File: src/rtl/fetch_unit.sv
// Instruction fetch: one outstanding imem request, one-entry fetch buffer, IF/ID register.
// Best case one instruction per 3 cycles; PCWrite/stall throttle requests, flush squashes and redirects.
module fetch_unit #(
   parameter logic [31:0] RESET_PC = 32'h0000_0000
) (
   input  logic        clk_i,
   input  logic        rst_i,
   input  logic        start_i,
   input  logic        PCWrite_i,
   input  logic        IFIDStall_i,
   input  logic        IFIDFlush_i,
   input  logic [31:0] branch_target_i,
   output logic        imem_req_o,
   output logic [31:0] imem_addr_o,
   input  logic        imem_gnt_i,
   input  logic        imem_rvalid_i,
   input  logic [31:0] imem_rdata_i,
   output logic [31:0] pc_IFID_o,
   output logic [31:0] instr_IFID_o,
   output logic        valid_IFID_o,
   output logic        fetch_busy_o
);

   localparam logic [31:0] NOP_INSTR = 32'h0000_0013;

   typedef enum logic [1:0] {
      S_IDLE,
      S_REQ,
      S_WAIT,
      S_DROP
   } state_t;

   state_t      state, state_nxt;
   logic [31:0] pc_r, pc_nxt;
   logic [31:0] req_pc, req_pc_nxt;
   logic [31:0] fb_pc, fb_pc_nxt;
   logic [31:0] fb_instr, fb_instr_nxt;
   logic        fb_valid, fb_valid_nxt;
   logic [31:0] ifid_pc_nxt, ifid_instr_nxt;
   logic        ifid_valid_nxt;
   logic        handshake;

   // Reset gating keeps the request and busy flags low while rst_i is held.
   assign imem_req_o   = (state == S_REQ) & PCWrite_i & ~fb_valid & ~IFIDFlush_i & ~rst_i;
   assign imem_addr_o  = pc_r;
   assign fetch_busy_o = ((state == S_WAIT) | (state == S_DROP)) & ~rst_i;
   assign handshake    = imem_req_o & imem_gnt_i;

   always_comb begin
      state_nxt      = state;
      pc_nxt         = pc_r;
      req_pc_nxt     = req_pc;
      fb_pc_nxt      = fb_pc;
      fb_instr_nxt   = fb_instr;
      fb_valid_nxt   = fb_valid;
      ifid_pc_nxt    = pc_IFID_o;
      ifid_instr_nxt = instr_IFID_o;
      ifid_valid_nxt = valid_IFID_o;

      // Drain the fetch buffer into IF/ID, or insert a bubble when empty.
      if (!IFIDStall_i && !IFIDFlush_i) begin
         if (fb_valid) begin
            ifid_pc_nxt    = fb_pc;
            ifid_instr_nxt = fb_instr;
            ifid_valid_nxt = 1'b1;
            fb_valid_nxt   = 1'b0;
         end else begin
            ifid_pc_nxt    = 32'h0;
            ifid_instr_nxt = NOP_INSTR;
            ifid_valid_nxt = 1'b0;
         end
      end

      case (state)
         S_IDLE: begin
            if (start_i) state_nxt = S_REQ;
         end
         S_REQ: begin
            if (handshake) begin
               req_pc_nxt = pc_r;
               pc_nxt     = pc_r + 32'd4;
               state_nxt  = S_WAIT;
            end
         end
         S_WAIT: begin
            if (imem_rvalid_i) begin
               state_nxt = S_REQ;
               if (!IFIDFlush_i) begin
                  fb_pc_nxt    = req_pc;
                  fb_instr_nxt = imem_rdata_i;
                  fb_valid_nxt = 1'b1;
               end
            end else if (IFIDFlush_i) begin
               state_nxt = S_DROP;
            end
         end
         S_DROP: begin
            if (imem_rvalid_i) state_nxt = S_REQ;
         end
         default: state_nxt = S_IDLE;
      endcase

      // Flush wins over stall and over any pc increment or buffer fill above.
      if (IFIDFlush_i) begin
         pc_nxt         = branch_target_i;
         fb_valid_nxt   = 1'b0;
         ifid_pc_nxt    = 32'h0;
         ifid_instr_nxt = NOP_INSTR;
         ifid_valid_nxt = 1'b0;
      end
   end

   always_ff @(posedge clk_i) begin
      if (rst_i) begin
         state        <= S_IDLE;
         pc_r         <= RESET_PC;
         req_pc       <= 32'h0;
         fb_pc        <= 32'h0;
         fb_instr     <= NOP_INSTR;
         fb_valid     <= 1'b0;
         pc_IFID_o    <= 32'h0;
         instr_IFID_o <= NOP_INSTR;
         valid_IFID_o <= 1'b0;
      end else begin
         state        <= state_nxt;
         pc_r         <= pc_nxt;
         req_pc       <= req_pc_nxt;
         fb_pc        <= fb_pc_nxt;
         fb_instr     <= fb_instr_nxt;
         fb_valid     <= fb_valid_nxt;
         pc_IFID_o    <= ifid_pc_nxt;
         instr_IFID_o <= ifid_instr_nxt;
         valid_IFID_o <= ifid_valid_nxt;
      end
   end

endmodule

File: config.mk
export PLATFORM = sky130hd
export DESIGN_NAME = fetch_unit
export DESIGN_NICKNAME = d
export VERILOG_FILES = /design/src/rtl/fetch_unit.sv
export SDC_FILE = /design/constraint.sdc
export NUM_CORES = 1
export LEC_CHECK = 0
export ABC_AREA = 1
export CORE_MARGIN = 5
export CORE_UTILIZATION = 51
export CTS_CLUSTER_SIZE = 40
export DETAILED_ROUTE_END_ITERATION = 10
export DONT_BUFFER_PORTS = 1
export PLACE_DENSITY = 0.69
export SLEW_MARGIN = 20
export SYNTH_ARGS = -nofsm -noshare
export SYNTH_HDL_FRONTEND = slang
export SYNTH_SLANG_ARGS = --single-unit
File: constraint.sdc
create_clock -name clk_i -period 3.7 [get_ports clk_i]
set_input_delay 0.555 -clock clk_i [delete_from_list [all_inputs] [get_ports clk_i]]
set_output_delay 0.555 -clock clk_i [all_outputs]
set_load 0.05 [all_outputs]
# Word level (Yosys, flattened, before mapping)
# Index checks and enable logic that the tools add are counted.
# totals
regBits	196
output_inout_bits	99
input_bits	72
word_cells	53
# op_classes
n_mux	15
reduce_logical	11
eq_ne	7
n_addsub	1
bitwise	10
# ops
op	count
two-way mux 32 bit	5
adder 32 x 3 -> 32 bit, second input constant	1
two-way mux 2 bit	5
one-hot mux 2 bit (4 select lines)	1
AND 1 bit	6
!= test 2 bit, second input constant	3
equality test 2 bit, second input constant	2
two-way mux 1 bit	4
AND reduction 2 bit	2
AND reduction 4 bit	1
nonzero test 2 bit	2
!= test 3 bit, second input constant	1
NOT 1 bit	3
AND reduction 3 bit	1
equality test 2 x 1 -> 1 bit, second input constant	1
zero test 1 bit	2
zero test 2 bit	1
OR reduction 2 bit	1
logical AND 1 bit	1
bitwise OR 1 bit	1

# Logic depth before layout (Yosys ltp)
# logic_depth
ltp_word	9
ltp_mapped	12
mapped_depth_nobuf	11

# Least setup slack after synthesis
# Ideal clock, no wire load.
# synth_timing
path_kind	input-to-output
from	input port rst_i
to	output port fetch_busy_o
stages	3
t_required_ps	3145
t_arrival_ps	1608
path_buffers	2
path_slack_ps	1537
path_cell_list	buf_2 clkbuf_1 nor2_1
# synth_via
elab_chain_cells	2
# synth_rtl
element	line	source
from (decl)	7	input logic rst_i,
NOT 1 bit	46	assign fetch_busy_o = ((state == S_WAIT) | (state == S_DROP)) & ~rst_i;
AND 1 bit	46	
to (decl)	21	output logic fetch_busy_o
# No other way between the ends.

# Final worst setup path
# layout_timing
from	register state[1]
to	register pc_r[5] (netlist: imem_addr_o[5])
# layout_via
elab_chain_cells	8
elab_cells_between_ends	9
classes_between	eq/ne: 1; bitwise: 5; reduce/logical: 3
# layout_rtl
element	line	source
from (decl)	33	state_t state, state_nxt;
from (signal assigned)	125	state <= state_nxt;
equality test 2 x 1 -> 1 bit (*)	44, 74	
AND 1 bit (4 in series)	44	assign imem_req_o = (state == S_REQ) & PCWrite_i & ~fb_valid & ~IFIDFlush_i & ~rst_i;
AND 1 bit	47	assign handshake = imem_req_o & imem_gnt_i;
nonzero test 2 bit (no line)	--	
AND reduction 2 bit (no line) (*)	--	
to (signal assigned)	126	pc_r <= pc_nxt;
to (decl)	34	logic [31:0] pc_r, pc_nxt;
# Mark *: on every way between the ends. The rest lies on a longest branch, timed or not.
# A chain may end at the register's enable or synchronous reset.

==> reports/qor.csv <==
metric,value,unit
worstPathCellList,inv_1 -> ha_1 -> nand2_1 -> nor2_1 -> nand3_4 -> inv_2 -> buf_4 -> nand2_1 -> nand3_1 -> nand3_1 -> nand2_1 -> inv_1,
finalSetupTns,0,ns
synth.distinct_cells,34,
cts_tree,yes,
seq_area,3920,µm²
critPathMaxFanout,47,
antenna_found_initial,0,
crit_top_cell,nand2_1,
port_buffers,0,
syn_nets,1184,
post_cts_resized,0,
cts_buffer_depth,2,
filler_cell_count,1509,
post-route-min-period,2.44,ns
fin_util,0.562,
postCtsSetupBuffers,0,
nets,1147,
synth-async-reset-ratio,0,
p_per_area,514,nW/µm²
multi_input_area,3490,µm²
routedWlPerCell,15.4,µm
avgSynthCellArea,7.21,µm²
core_area,15300,µm²
final_cell_mix,"286 x nand2_1, 196 x dfxtp_1, 171 x nor2_1, 108 x a21oi_1, 89 x o21ai_0",
drc_errors,0,
yosys_warnings,0,
endpoint_kind,register,
hold_violations,0,
cpPeakStageDelay,0.44,ns
critical-path-top-delay-family,buffers and inverters,
path_clk_slew,0.07,ns
grt_overflow,0,
grt_pass1_wl,31.7,mm
maxCapViolations,0,
drt_iter0_drc,374,
drv_slew,0,
reg2regPathDepth,12,
critPathRequiredTime,4.03,ns
drive_above_1_share,0.0628,
grt_pass1_vias,6229,
htreeDepth,4,
peakVddDrop,0.339,mV
status,finished clean,
synth_top_area_cell,dfxtp_1,
synth_area_leaders,"dfxtp_1 49%, nand2_1 13%, nor2_1 8.0%, a21oi_1 6.8%, o21ai_0 5.6%",
synthToLayoutAreaGrowth,7.41,%
rr_startpoint,state[1]$_SDFFE_PP0P_,
wirelength,19.9,mm
synth-edff-count,0,
min_from,rst_i,
startpoint_type,register,
crit_slowest_cell,buf_4,
hold_class,input port to register,
numCtsBuffers,17,
slew_headroom,0.274,
rsz0062_at_grt,no,
start_util,0.523,
globalplace.congestion,0.919,
hpwlAfterDp,13.3,mm
critPathBufInv,4,
seq_area_frac_synth,0.491,
finalCritPeriodShare,0.659,
worstPathArrival,2.76,ns
firstDrtPassIters,5,
hold_end,req_pc[22]$_SDFFE_PP0P_,
clock_latency,0.42,ns
synthCells,1107,
setup_viol,0,
gr-usage-all-layers,0.214,
pin_count,171,
fp.dieW,135,µm
viasPerCell,5.23,
row_count,45,
cts_sinks,196,
post-synth-top-area-fraction,0.491,
num_antenna_cells,0,
rrSetupSlack,1.26,ns
dr_total_vias,6770,
dieHeight,135,µm
ys_dominant_reg_cell,dfxtp_1,
tightest_slew,1.09,ns
r2r_end,imem_addr_o[5]$_SDFFE_PP0P_,
final_common_cell,nand2_1,
hold_path_depth,1,
die-area,18300,µm²
critPathKind,register to register,
netlist_area,7990,µm²
grt_max_degree,72,
root_buffer,clkbuf_16,
ant_nets,0,
synth_seq_cells,196,
fmax,410,MHz
skew,0.00811,ns
p_leak,0.00333,µW
hold_buffers,0,
## final cells by class
type | instances | area share
clock buffer | 21 | 0.0537
inverter | 78 | 0.0341
clock inverter | 11 | 0.0120
timing repair buffer | 6 | 0.00525
tap | 211 | 0.0308
multi-input combinational | 771 | 0.407
sequential | 196 | 0.457
## Yosys cell counts, types with 5 or more instances
cell type  number
nand3_1        52
a211oi_2        7
clkbuf_1       37
ha_1            5
nor2_2         12
a21oi_1       108
a31oi_1         6
dfxtp_1       196
buf_2          18
nand2_1       286
nor2_1        171
o21ai_0        89
inv_2           5
inv_1          72
nand3b_1        6
## worst max-delay path by stage
stage	from	end	slack [ns]	cells past startpoint
2_1_floorplan	rst_i	fetch_busy_o	1.54	3
3_5_place_dp	state[1]$_SDFFE_PP0P_	imem_addr_o[5]$_SDFFE_PP0P_	1.26	12
4_1_cts	state[1]$_SDFFE_PP0P_	imem_addr_o[5]$_SDFFE_PP0P_	1.25	12
6_report	state[1]$_SDFFE_PP0P_	imem_addr_o[5]$_SDFFE_PP0P_	1.26	12
3_3_place_gp	state[0]$_SDFFE_PP0P_	imem_addr_o[5]$_SDFFE_PP0P_	1.29	11
5_1_grt	state[1]$_SDFFE_PP0P_	imem_addr_o[5]$_SDFFE_PP0P_	0.98	12
## worst reg2reg max path: stages (launching register included)
cell,delay (ns)
dfxtp_1,0.34
inv_1,0.08
ha_1,0.18
nand2_1,0.06
nor2_1,0.20
nand3_4,0.31
inv_2,0.39
buf_4,0.44
nand2_1,0.09
nand3_1,0.08
nand3_1,0.08
nand2_1,0.06
inv_1,0.04
## flip-flops by register name, indices dropped and copies added (netlist names)
| name | flops |
|---|---|
| valid_IFID_o | 1 |
| fb_valid | 1 |
| imem_addr_o | 32 |
| instr_IFID_o | 32 |
| state | 2 |
| fb_instr | 32 |
| fb_pc | 32 |
| pc_IFID_o | 32 |
| req_pc | 32 |
## power by group
| part | internal (µW) | switching, µW |
|---|---|---|
| clock | 965 | 779 |
| combinational | 99.3 | 224 |
| sequential | 2200 | 142 |
## through the flow
step | setup slack, ns | std cells | total power (µW) | instance area (µm²) | hold WS (ns)
finish | 1.26 | 1294 | 4410 | 8580 | 0.207
global route | 0.982 | 1294 | 4610 | 8580 | 0.182
CTS | 1.25 | 1294 | 4450 | 8580 | 0.183
detailed placement | 1.26 | 1262 | 2710 | 8020 | 0.445
global placement | 1.29 | 1262 | 2710 | 8020 | 0.443
floorplan | 1.54 | 1107 | 2640 | 7990 | 0.430
## metal layers
layer | global-route usage | share of wire | up-vias
met4 | 0.0638 | 0.013 | 0
met2 | 0.321 | 0.44 | 230
met1 | 0.300 | 0.47 | 3053
met5 | 0 | 0 | -
li1 | - | - | 3470
met3 | 0.0617 | 0.080 | 17
## kinds of logic after synthesis
kind of cell    after synthesis  synth area share
buf+inv                     140            0.0724
flops                       196             0.491
fa+ha+maj                     5           0.00783
simple gates                540             0.275
xor+xnor                      4           0.00439
compound gates              222             0.149
(Power assumes the default switching activity.)
